[src/rtl/alu_seq.sv]
// alu_seq: registered ALU with valid/ready handshake, multi-cycle shifts and an
// optional shift-add multiplier, enabled by defining ALU_SEQ_MUL_EN.
module alu_seq #(
    parameter int W = 8
) (
    input  logic         clk,
    input  logic         rst,
    input  logic         in_valid,
    output logic         in_ready,
    input  logic [3:0]   op,
    input  logic [W-1:0] a,
    input  logic [W-1:0] b,
    input  logic         ci,
    output logic         out_valid,
    input  logic         out_ready,
    output logic [W-1:0] y,
    output logic         z,
    output logic         n,
    output logic         c,
    output logic         v,
    output logic         err
);
    localparam int CW = $clog2(W + 1);
    localparam logic [W-1:0]  W_VAL = W'(W);
    localparam logic [CW-1:0] W_CNT = CW'(W);

    typedef enum logic [1:0] {IDLE, BUSY, DONE} state_t;

    state_t        state_reg, state_next;
    logic [W-1:0]  y_reg, y_next;
    logic          z_reg, z_next, n_reg, n_next, c_reg, c_next;
    logic          v_reg, v_next, err_reg, err_next;
    logic [W-1:0]  work_reg, work_next;
    logic [CW-1:0] cnt_reg, cnt_next;
    logic [1:0]    kind_reg, kind_next;
`ifdef ALU_SEQ_MUL_EN
    logic [W-1:0]  hi_reg, hi_next, mcand_reg, mcand_next;
    logic [W:0]    mul_sum;
`endif

    logic          accept, load, shift_out;
    logic [W-1:0]  b_x;
    logic [W:0]    sum;
    logic [CW-1:0] k;

    for (genvar gi = 0; gi < W; gi++) begin : g_binv
        assign b_x[gi] = b[gi] ^ op[2];
    end

    assign sum      = {1'b0, a} + {1'b0, b_x} + {{W{1'b0}}, ci};
    assign k        = (b >= W_VAL) ? W_CNT : b[CW-1:0];
    assign in_ready = (state_reg == IDLE) || (state_reg == DONE && out_ready);
    assign accept   = in_valid && in_ready;

    always_comb begin
        state_next = state_reg;
        y_next     = y_reg;
        z_next     = z_reg;
        n_next     = n_reg;
        c_next     = c_reg;
        v_next     = v_reg;
        err_next   = err_reg;
        work_next  = work_reg;
        cnt_next   = cnt_reg;
        kind_next  = kind_reg;
        load       = 1'b0;
        shift_out  = 1'b0;
`ifdef ALU_SEQ_MUL_EN
        hi_next    = hi_reg;
        mcand_next = mcand_reg;
        mul_sum    = '0;
`endif
        case (state_reg)
            BUSY: begin
                cnt_next = cnt_reg - CW'(1);
                case (kind_reg)
                    2'b00: begin
                        work_next = {work_reg[W-2:0], 1'b0};
                        shift_out = work_reg[W-1];
                    end
                    2'b01: begin
                        work_next = {1'b0, work_reg[W-1:1]};
                        shift_out = work_reg[0];
                    end
                    2'b10: begin
                        work_next = {work_reg[W-1], work_reg[W-1:1]};
                        shift_out = work_reg[0];
                    end
                    default: begin
`ifdef ALU_SEQ_MUL_EN
                        // Product is built in {hi, work}; multiplier bits leave work from the bottom.
                        mul_sum   = {1'b0, hi_reg} + (work_reg[0] ? {1'b0, mcand_reg} : '0);
                        hi_next   = mul_sum[W:1];
                        work_next = {mul_sum[0], work_reg[W-1:1]};
`endif
                    end
                endcase
                if (cnt_reg == CW'(1)) begin
                    state_next = DONE;
                    load       = 1'b1;
                    y_next     = work_next;
                    c_next     = shift_out;
                    v_next     = 1'b0;
                    err_next   = 1'b0;
`ifdef ALU_SEQ_MUL_EN
                    if (kind_reg == 2'b11) c_next = |hi_next;
`endif
                end
            end
            default: begin
                if (state_reg == DONE && out_ready) state_next = IDLE;
                if (accept) begin
                    state_next = DONE;
                    load       = 1'b1;
                    c_next     = 1'b0;
                    v_next     = 1'b0;
                    err_next   = 1'b0;
                    if (!op[3]) begin
                        case (op[1:0])
                            2'b00: begin
                                y_next = sum[W-1:0];
                                c_next = sum[W];
                                v_next = (a[W-1] == b_x[W-1]) && (sum[W-1] != a[W-1]);
                            end
                            2'b01:   y_next = a & b_x;
                            2'b10:   y_next = a | b_x;
                            default: y_next = a ^ b_x;
                        endcase
                    end else if (!op[2] && op[1:0] != 2'b11) begin
                        if (k == '0) begin
                            y_next = a;
                        end else begin
                            state_next = BUSY;
                            load       = 1'b0;
                            work_next  = a;
                            cnt_next   = k;
                            kind_next  = op[1:0];
                        end
`ifdef ALU_SEQ_MUL_EN
                    end else if (op[2:0] == 3'b011) begin
                        state_next = BUSY;
                        load       = 1'b0;
                        work_next  = b;
                        hi_next    = '0;
                        mcand_next = a;
                        cnt_next   = W_CNT;
                        kind_next  = 2'b11;
`endif
                    end else begin
                        y_next   = '0;
                        err_next = 1'b1;
                    end
                end
            end
        endcase
        if (load) begin
            z_next = ~|y_next;
            n_next = y_next[W-1];
        end
    end

    always_ff @(posedge clk or posedge rst) begin
        if (rst) begin
            state_reg <= IDLE;
            y_reg     <= '0;
            z_reg     <= 1'b0;
            n_reg     <= 1'b0;
            c_reg     <= 1'b0;
            v_reg     <= 1'b0;
            err_reg   <= 1'b0;
            work_reg  <= '0;
            cnt_reg   <= '0;
            kind_reg  <= '0;
`ifdef ALU_SEQ_MUL_EN
            hi_reg    <= '0;
            mcand_reg <= '0;
`endif
        end else begin
            state_reg <= state_next;
            y_reg     <= y_next;
            z_reg     <= z_next;
            n_reg     <= n_next;
            c_reg     <= c_next;
            v_reg     <= v_next;
            err_reg   <= err_next;
            work_reg  <= work_next;
            cnt_reg   <= cnt_next;
            kind_reg  <= kind_next;
`ifdef ALU_SEQ_MUL_EN
            hi_reg    <= hi_next;
            mcand_reg <= mcand_next;
`endif
        end
    end

    assign out_valid = (state_reg == DONE);
    assign y         = y_reg;
    assign z         = z_reg;
    assign n         = n_reg;
    assign c         = c_reg;
    assign v         = v_reg;
    assign err       = err_reg;
endmodule

[config.mk]
export PLATFORM = sky130hd
export DESIGN_NAME = alu_seq
export DESIGN_NICKNAME = d
export VERILOG_FILES = /design/src/rtl/alu_seq.sv
export SDC_FILE = /design/constraint.sdc
export NUM_CORES = 1
export LEC_CHECK = 0
export ABC_AREA = 1
export CORE_MARGIN = 5
export CORE_UTILIZATION = 34
export DETAILED_ROUTE_END_ITERATION = 7
export GPL_ROUTABILITY_DRIVEN = 0
export SYNTH_ARGS = -nofsm -noshare
export SYNTH_HDL_FRONTEND = slang
export SYNTH_SLANG_ARGS = --single-unit
[constraint.sdc]
create_clock -name clk -period 2.7 [get_ports clk]
set_input_delay 0.54 -clock clk [delete_from_list [all_inputs] [get_ports clk]]
set_output_delay 0.54 -clock clk [all_outputs]
set_load 0.005 [all_outputs]
=== Yosys cells after proc, flatten, opt, wreduce, memory -nomap -nowiden ===
Index checks and enable logic that the tools add are counted.
Widths: inputs -> output; s select.

* Add/sub/neg operators: 3
* $lt $le $gt $ge: 1
* Eq/ne operators: 12
* Multiplexer cells: 47
* Bitwise operators: 13
* Reductions and logical operators: 21

{| class="wikitable"
|+ Operators by type and width
! kind !! number
|-
| $mux 8 || 11
|-
| $pmux 8 s3 || 2
|-
| $mux 4 || 6
|-
| $mux 1 || 20
|-
| $mux 2 || 7
|-
| $add 8x8->9 || 1
|-
| $add 9x1->9 || 1
|-
| $and 8x8->8 || 1
|-
| $ge 8x4->1 const B || 1
|-
| $or 8x8->8 || 1
|-
| $reduce_or 8->1 || 1
|-
| $xor 1x1->1 || 8
|-
| $xor 8x8->8 || 1
|-
| $eq 2x1->1 const B || 3
|-
| $eq 2x2->1 const B || 3
|-
| $logic_not 2->1 || 3
|-
| $reduce_bool 2->1 || 3
|-
| $reduce_and 5->1 || 1
|-
| $eq 4x1->1 const B || 1
|-
| $logic_and 1x1->1 || 4
|-
| $logic_not 4->1 || 1
|-
| $ne 2x2->1 const B || 2
|-
| $reduce_and 2->1 || 2
|-
| $reduce_and 4->1 || 1
|-
| other kinds (10) || 12
|}

* Register bits: 29
* Input bits: 25
* Output and inout bits: 15
* Logic and storage cells: 107

=== Depth between registers and ports, before layout ===
* Depth in word-level cells: 10
* Depth in mapped cells: 18
* Gate-level depth less buffers: 17

=== Least setup slack after synthesis ===
Ideal clock, no wire load.

* Path kind: in2reg
* Start point: input op[2]
* End point: register z_reg (netlist: z)
* Library setup time: 0.065 ns
* Data arrival time: 2.501 ns
* Required time: 2.635 ns
* Path slack: 0.134 ns
* Stages: 16
* Path buffers: 1
* Cell sequence: buf_2 xnor2_1 fa_1 inv_1 fa_1 a21oi_1 o211ai_1 nand2_1 nand2_1 nand2_1 nand2_1 nor2_1 nand3_1 nor2_1 nand3_1 nand2_1

* Cells in the longest elaborated chain, start to end: 9
* Elaborated cells on any way between the ends: 26
* Those cells by class: add/sub: 2; mux: 9; bitwise: 11; reduce/logical: 4

{| class="wikitable"
|+ RTL lines
! item !! RTL line !! text
|-
| from (decl) || 10 || <nowiki>input logic [3:0] op,</nowiki>
|-
| $xor 1x1->1 || 47 || <nowiki>assign b_x[gi] = b[gi] ^ op[2];</nowiki>
|-
| $add 8x8->9 || 50 || <nowiki>assign sum = {1'b0, a} + {1'b0, b_x} + {{W{1'b0}}, ci};</nowiki>
|-
| $add 9x1->9 || 50 ||
|-
| $pmux 8 s3 || 119 || <nowiki>case (op[1:0])</nowiki>
|-
| $mux 8 * || 118 || <nowiki>if (!op[3]) begin</nowiki>
|-
| $mux 8 * || 112 || <nowiki>if (accept) begin</nowiki>
|-
| $mux 8 * || 73 || <nowiki>case (state_reg)</nowiki>
|-
| named net y_next[1] || 30 || <nowiki>logic [W-1:0] y_reg, y_next;</nowiki>
|-
| $reduce_or 8->1 * || 157 || <nowiki>z_next = ~|y_next;</nowiki>
|-
| $logic_not 1->1 * || 157 ||
|-
| to (signal assigned) || 181 || <nowiki>z_reg <= z_next;</nowiki>
|-
| to (decl) || 31 || <nowiki>logic z_reg, z_next, n_reg, n_next, c_reg, c_next;</nowiki>
|}

Mark *: on every way through the listed nets, which the timed path passes. The rest lies on a longest branch.
A chain may end at the register's enable or synchronous reset.

=== Worst setup path in the final report ===
* Start point: input b[0]
* End point: register z_reg (netlist: z)

* Cells in the longest elaborated chain, start to end: 10
* Elaborated cells on any way between the ends: 22
* Those cells by class: add/sub: 2; order compare: 1; mux: 12; bitwise: 4; reduce/logical: 3

{| class="wikitable"
|+ RTL lines
! item !! RTL line !! text
|-
| from (decl) || 12 || <nowiki>input logic [W-1:0] b,</nowiki>
|-
| parallel branches: the longest is 5 deep, another holds $add 8x8->9 || - ||
|-
| $mux 8 * || 118 ||
|-
| $mux 8 * || 112 ||
|-
| $mux 8 * || 73 ||
|-
| named net y_next[1] || 30 ||
|-
| $reduce_or 8->1 * || 157 ||
|-
| $logic_not 1->1 * || 157 ||
|}

Mark *: on every way through the listed nets, which the timed path passes.

==> flow_summary_export.csv <==
group,metric,value,unit
worst_hold_path,hold_end,"err$_DFFE_PP0P_",
floorplan,core_area,8090,um2
setup_path,cp_num_buf_inv,2,
drt,wire_per_inst,14.1,um
sta,setup_viol,0,
drt,drtIter0Drc,143,
yosys,synthXorXnorAreaFrac,0.0315,
floorplan,row_count,33,
drt,drc_errors,0,
sta,fin_crit_sh,0.932,
worst_hold_path,hold_path.class,"reg2reg",
setup_path,critPathKind,"in2reg",
placed_design,io_buffers,39,
finish,diodes,0,
setup_path,rr_endpoint,"z$_DFFE_PP0P_",
sta,hold_violations,0,
yosys,synth-main-ff-cell,"dfrtp_1",
drt,ant_nets,0,
global_routing,antenna_found_initial,0,
yosys,async_reset_ff_frac,1.00,
setup_path,cp_max_fo,2,
global_routing,grt_max_degree,30,
setup_path,r2r_start,"kind_reg[0]$_DFFE_PP0P_",
yosys,ys_ff_latch,29,
setup_path,slowest_stage,"fa_2",
yosys,synth_fa_ha_area_frac,0.113,
power,powerDensity,631,nW/um2
run,drv_cap,0,
clock_network,cts_buffer_depth,2,
setup_path,cp-start-kind,"input port",
finish,nFillCells,848,
clock_network,clock_latency,280,ps
yosys,synth_compound_area_frac,0.158,
sta,rsz0062_at_grt,"no",
drt,dr.pass1.iters,5,
setup_path,rrSetupSlack,620,ps
worst_hold_path,worstHoldPathCells,1,
yosys,synth_top_family_by_area,"simple AND/OR/NAND/NOR gates",
sta,tightest_slew,442,ps
yosys,syn_nets,454,
global_routing,grt_pass1_vias,2908,
floorplan,pin_count,40,
finish,postLayoutCellArea,3800,um2
sta,whs,502,ps
yosys,synth_edf_count,0,
yosys,synth_cell_type_count,40,
placed_design,placed_cells,591,
sta,drv_slew,0,
setup_path,slowest_delay,440,ps
finish,area_growth,36.6,%
yosys,synth_cells,405,
setup_path,crit_family,"adder cells",
clock_network,cts_sinks,29,
setup_path,cp.arrival,2740,ps
yosys,syn_area,2780,um2
yosys,yosysWarnings,0,
sta,fin_crit,2520,ps
floorplan,die_area,10100,um2
floorplan,initial_core_util,0.344,
clock_network,clkSlewWorstSetupHoldPaths,70,ps
global_routing,grt_usage,0.172,
outcome,outcome,"finished, final reports clean",
yosys,synth.area.mux_share,0.00405,
setup_path,cp-end-kind,"flip-flop",
drt,vias_per_cell,4.94,
finish,nNetsFinal,542,
drt,wl,8420,um
sta,maxSlewHeadroom,0.703,
placed_design,post_dp_cell_area,3620,um2
placed_design,dpl.hpwl,6870,um
setup_path,required,2920,ps
drt,num_vias,2961,
yosys,avgSynthCellArea,6.87,um2
sta,fmax,0.397,GHz
setup_path,path_common_cell,"nand2_1",
setup_path,reg2reg_depth,13,
yosys,seq_area_frac_synth,0.261,
sta,fin_skew,7.73,ps
clock_network,root_buffer,"clkbuf_8",
clock_network,htreeDepth,2,
global_routing,grt_pass1_wl,14000,um
yosys,synth-simple-area-share,0.299,
floorplan,fp.dieH,100,um
global_routing,overflow,0,
finish,drive_gt1_frac,0.192,
worst_hold_path,hold_start,"err$_DFFE_PP0P_",
clock_network,cts_tree,"done",
floorplan,dieWidth,100,um
finish,fin_cells,599,
power,peakVddDrop,0.473,mV
clock_network,postCtsSetupBuffers,0,
clock_network,cts_buffers,5,
power,leakagePower,1.98,nW
sta,tns,0,ps
setup_path,worstPathCellList,"dlygate4sd2_1 > xnor2_2 > fa_2 > inv_2 > fa_2 > a21oi_2 > o211ai_1 > nand2_1 > nand2_1 > nand2_1 > nand2_1 > nor2_1 > nand3_1 > nor2_1 > nand3_1 > nand2_1",
routing by layer:
| metal | vias up | GRT usage | wire length (um) |
|---|---|---|---|
| li1 | 1481 | - | - |
| met1 | 1372 | 0.228 | 3770 |
| met2 | 97 | 0.299 | 4070 |
| met3 | 11 | 0.0221 | 499 |
| met4 | 0 | 0.0363 | 76 |
| met5 | - | 0 | 0 |
layout make-up:
type	instances	area, um2	area share
Clock buffer	7	86.3	0.0227
Clock inverter	1	30.0	0.00790
Inverter	81	307	0.0806
Multi-Input combinational cell	286	1740	0.458
Sequential cell	29	726	0.191
Tap cell	105	131	0.0346
Timing Repair Buffer	90	779	0.205
power by group:
| group | switching, mW | leakage, nW | internal (mW) |
|---|---|---|---|
| clock | 0.170 | 0.0585 | 0.301 |
| sequential | 0.121 | 0.372 | 0.592 |
| combinational | 0.661 | 1.55 | 0.555 |
| total | 0.951 | 1.98 | 1.45 |
worst max-delay path by stage:
| stage | endpoint | from | depth (start not counted) | slack (ps) |
|---|---|---|---|---|
| 6_report | z$_DFFE_PP0P_ | b[0] | 16 | 180 |
| 5_1_grt | n$_DFFE_PP0P_ | b[5] | 15 | 0.7 |
| 4_1_cts | z$_DFFE_PP0P_ | a[0] | 16 | 50 |
| 3_5_place_dp | z$_DFFE_PP0P_ | b[0] | 16 | -330 |
| 3_3_place_gp | z$_DFFE_PP0P_ | b[0] | 16 | -300 |
| 2_1_floorplan | z$_DFFE_PP0P_ | op[2] | 16 | 130 |
placed cells by master, fill, tap and decap left out, types with 4 or more instances in the layout:
cell type,n
o21ai_0,25
dfrtp_1,29
o22ai_1,7
xnor2_1,5
xnor2_2,4
nand3_1,33
o221ai_1,9
inv_1,72
nor2_1,24
a21oi_1,14
inv_2,7
nand4_1,4
clkbuf_8,6
ha_1,21
o21ai_1,6
clkdlybuf4s50_1,35
nand2_1,97
buf_4,50
nor2_2,4
per-stage QoR:
step / utilization / setup WS (ps) / power [mW]
detailed placement: 0.448 / -327 / 1.91
floorplan: - / 134 / 1.40
finish: 0.470 / 184 / 2.40
CTS: 0.463 / 47.7 / 2.39
global route: 0.470 / 0.744 / 2.60
global placement: 0.448 / -300 / 1.88
kinds of logic after synthesis:
family | Yosys count
buf+inv | 90
simple gates | 179
flops | 29
fa+ha+maj | 24
mux | 1
xor+xnor | 10
compound gates | 72
synth_stat cells (3+ instances only):
| library cell | n | area [um2] |
|---|---|---|
| a21oi_1 | 16 | 80.1 |
| o22ai_1 | 7 | 43.8 |
| buf_2 | 4 | 20.0 |
| o211ai_1 | 3 | 22.5 |
| o21ai_1 | 5 | 25.0 |
| nor3_1 | 3 | 15.0 |
| inv_1 | 75 | 282 |
| nor2_2 | 4 | 25.0 |
| buf_6 | 3 | 33.8 |
| o21ai_0 | 26 | 130 |
| ha_1 | 22 | 275 |
| nand4_1 | 4 | 25.0 |
| dfrtp_1 | 29 | 726 |
| nand2_4 | 3 | 33.8 |
| nand2_1 | 98 | 368 |
| nor2_1 | 24 | 90.1 |
| xnor2_1 | 9 | 78.8 |
| inv_2 | 4 | 15.0 |
| o221ai_1 | 9 | 78.8 |
| nand3_1 | 33 | 165 |
repair_timing:
item,4_1_cts,5_1_grt
pin swaps,0,10
hold buffers,0,0
gates resized for setup,6,14
endpoints found under the setup margin,1,2
Power figures use the tool's default switching activity.
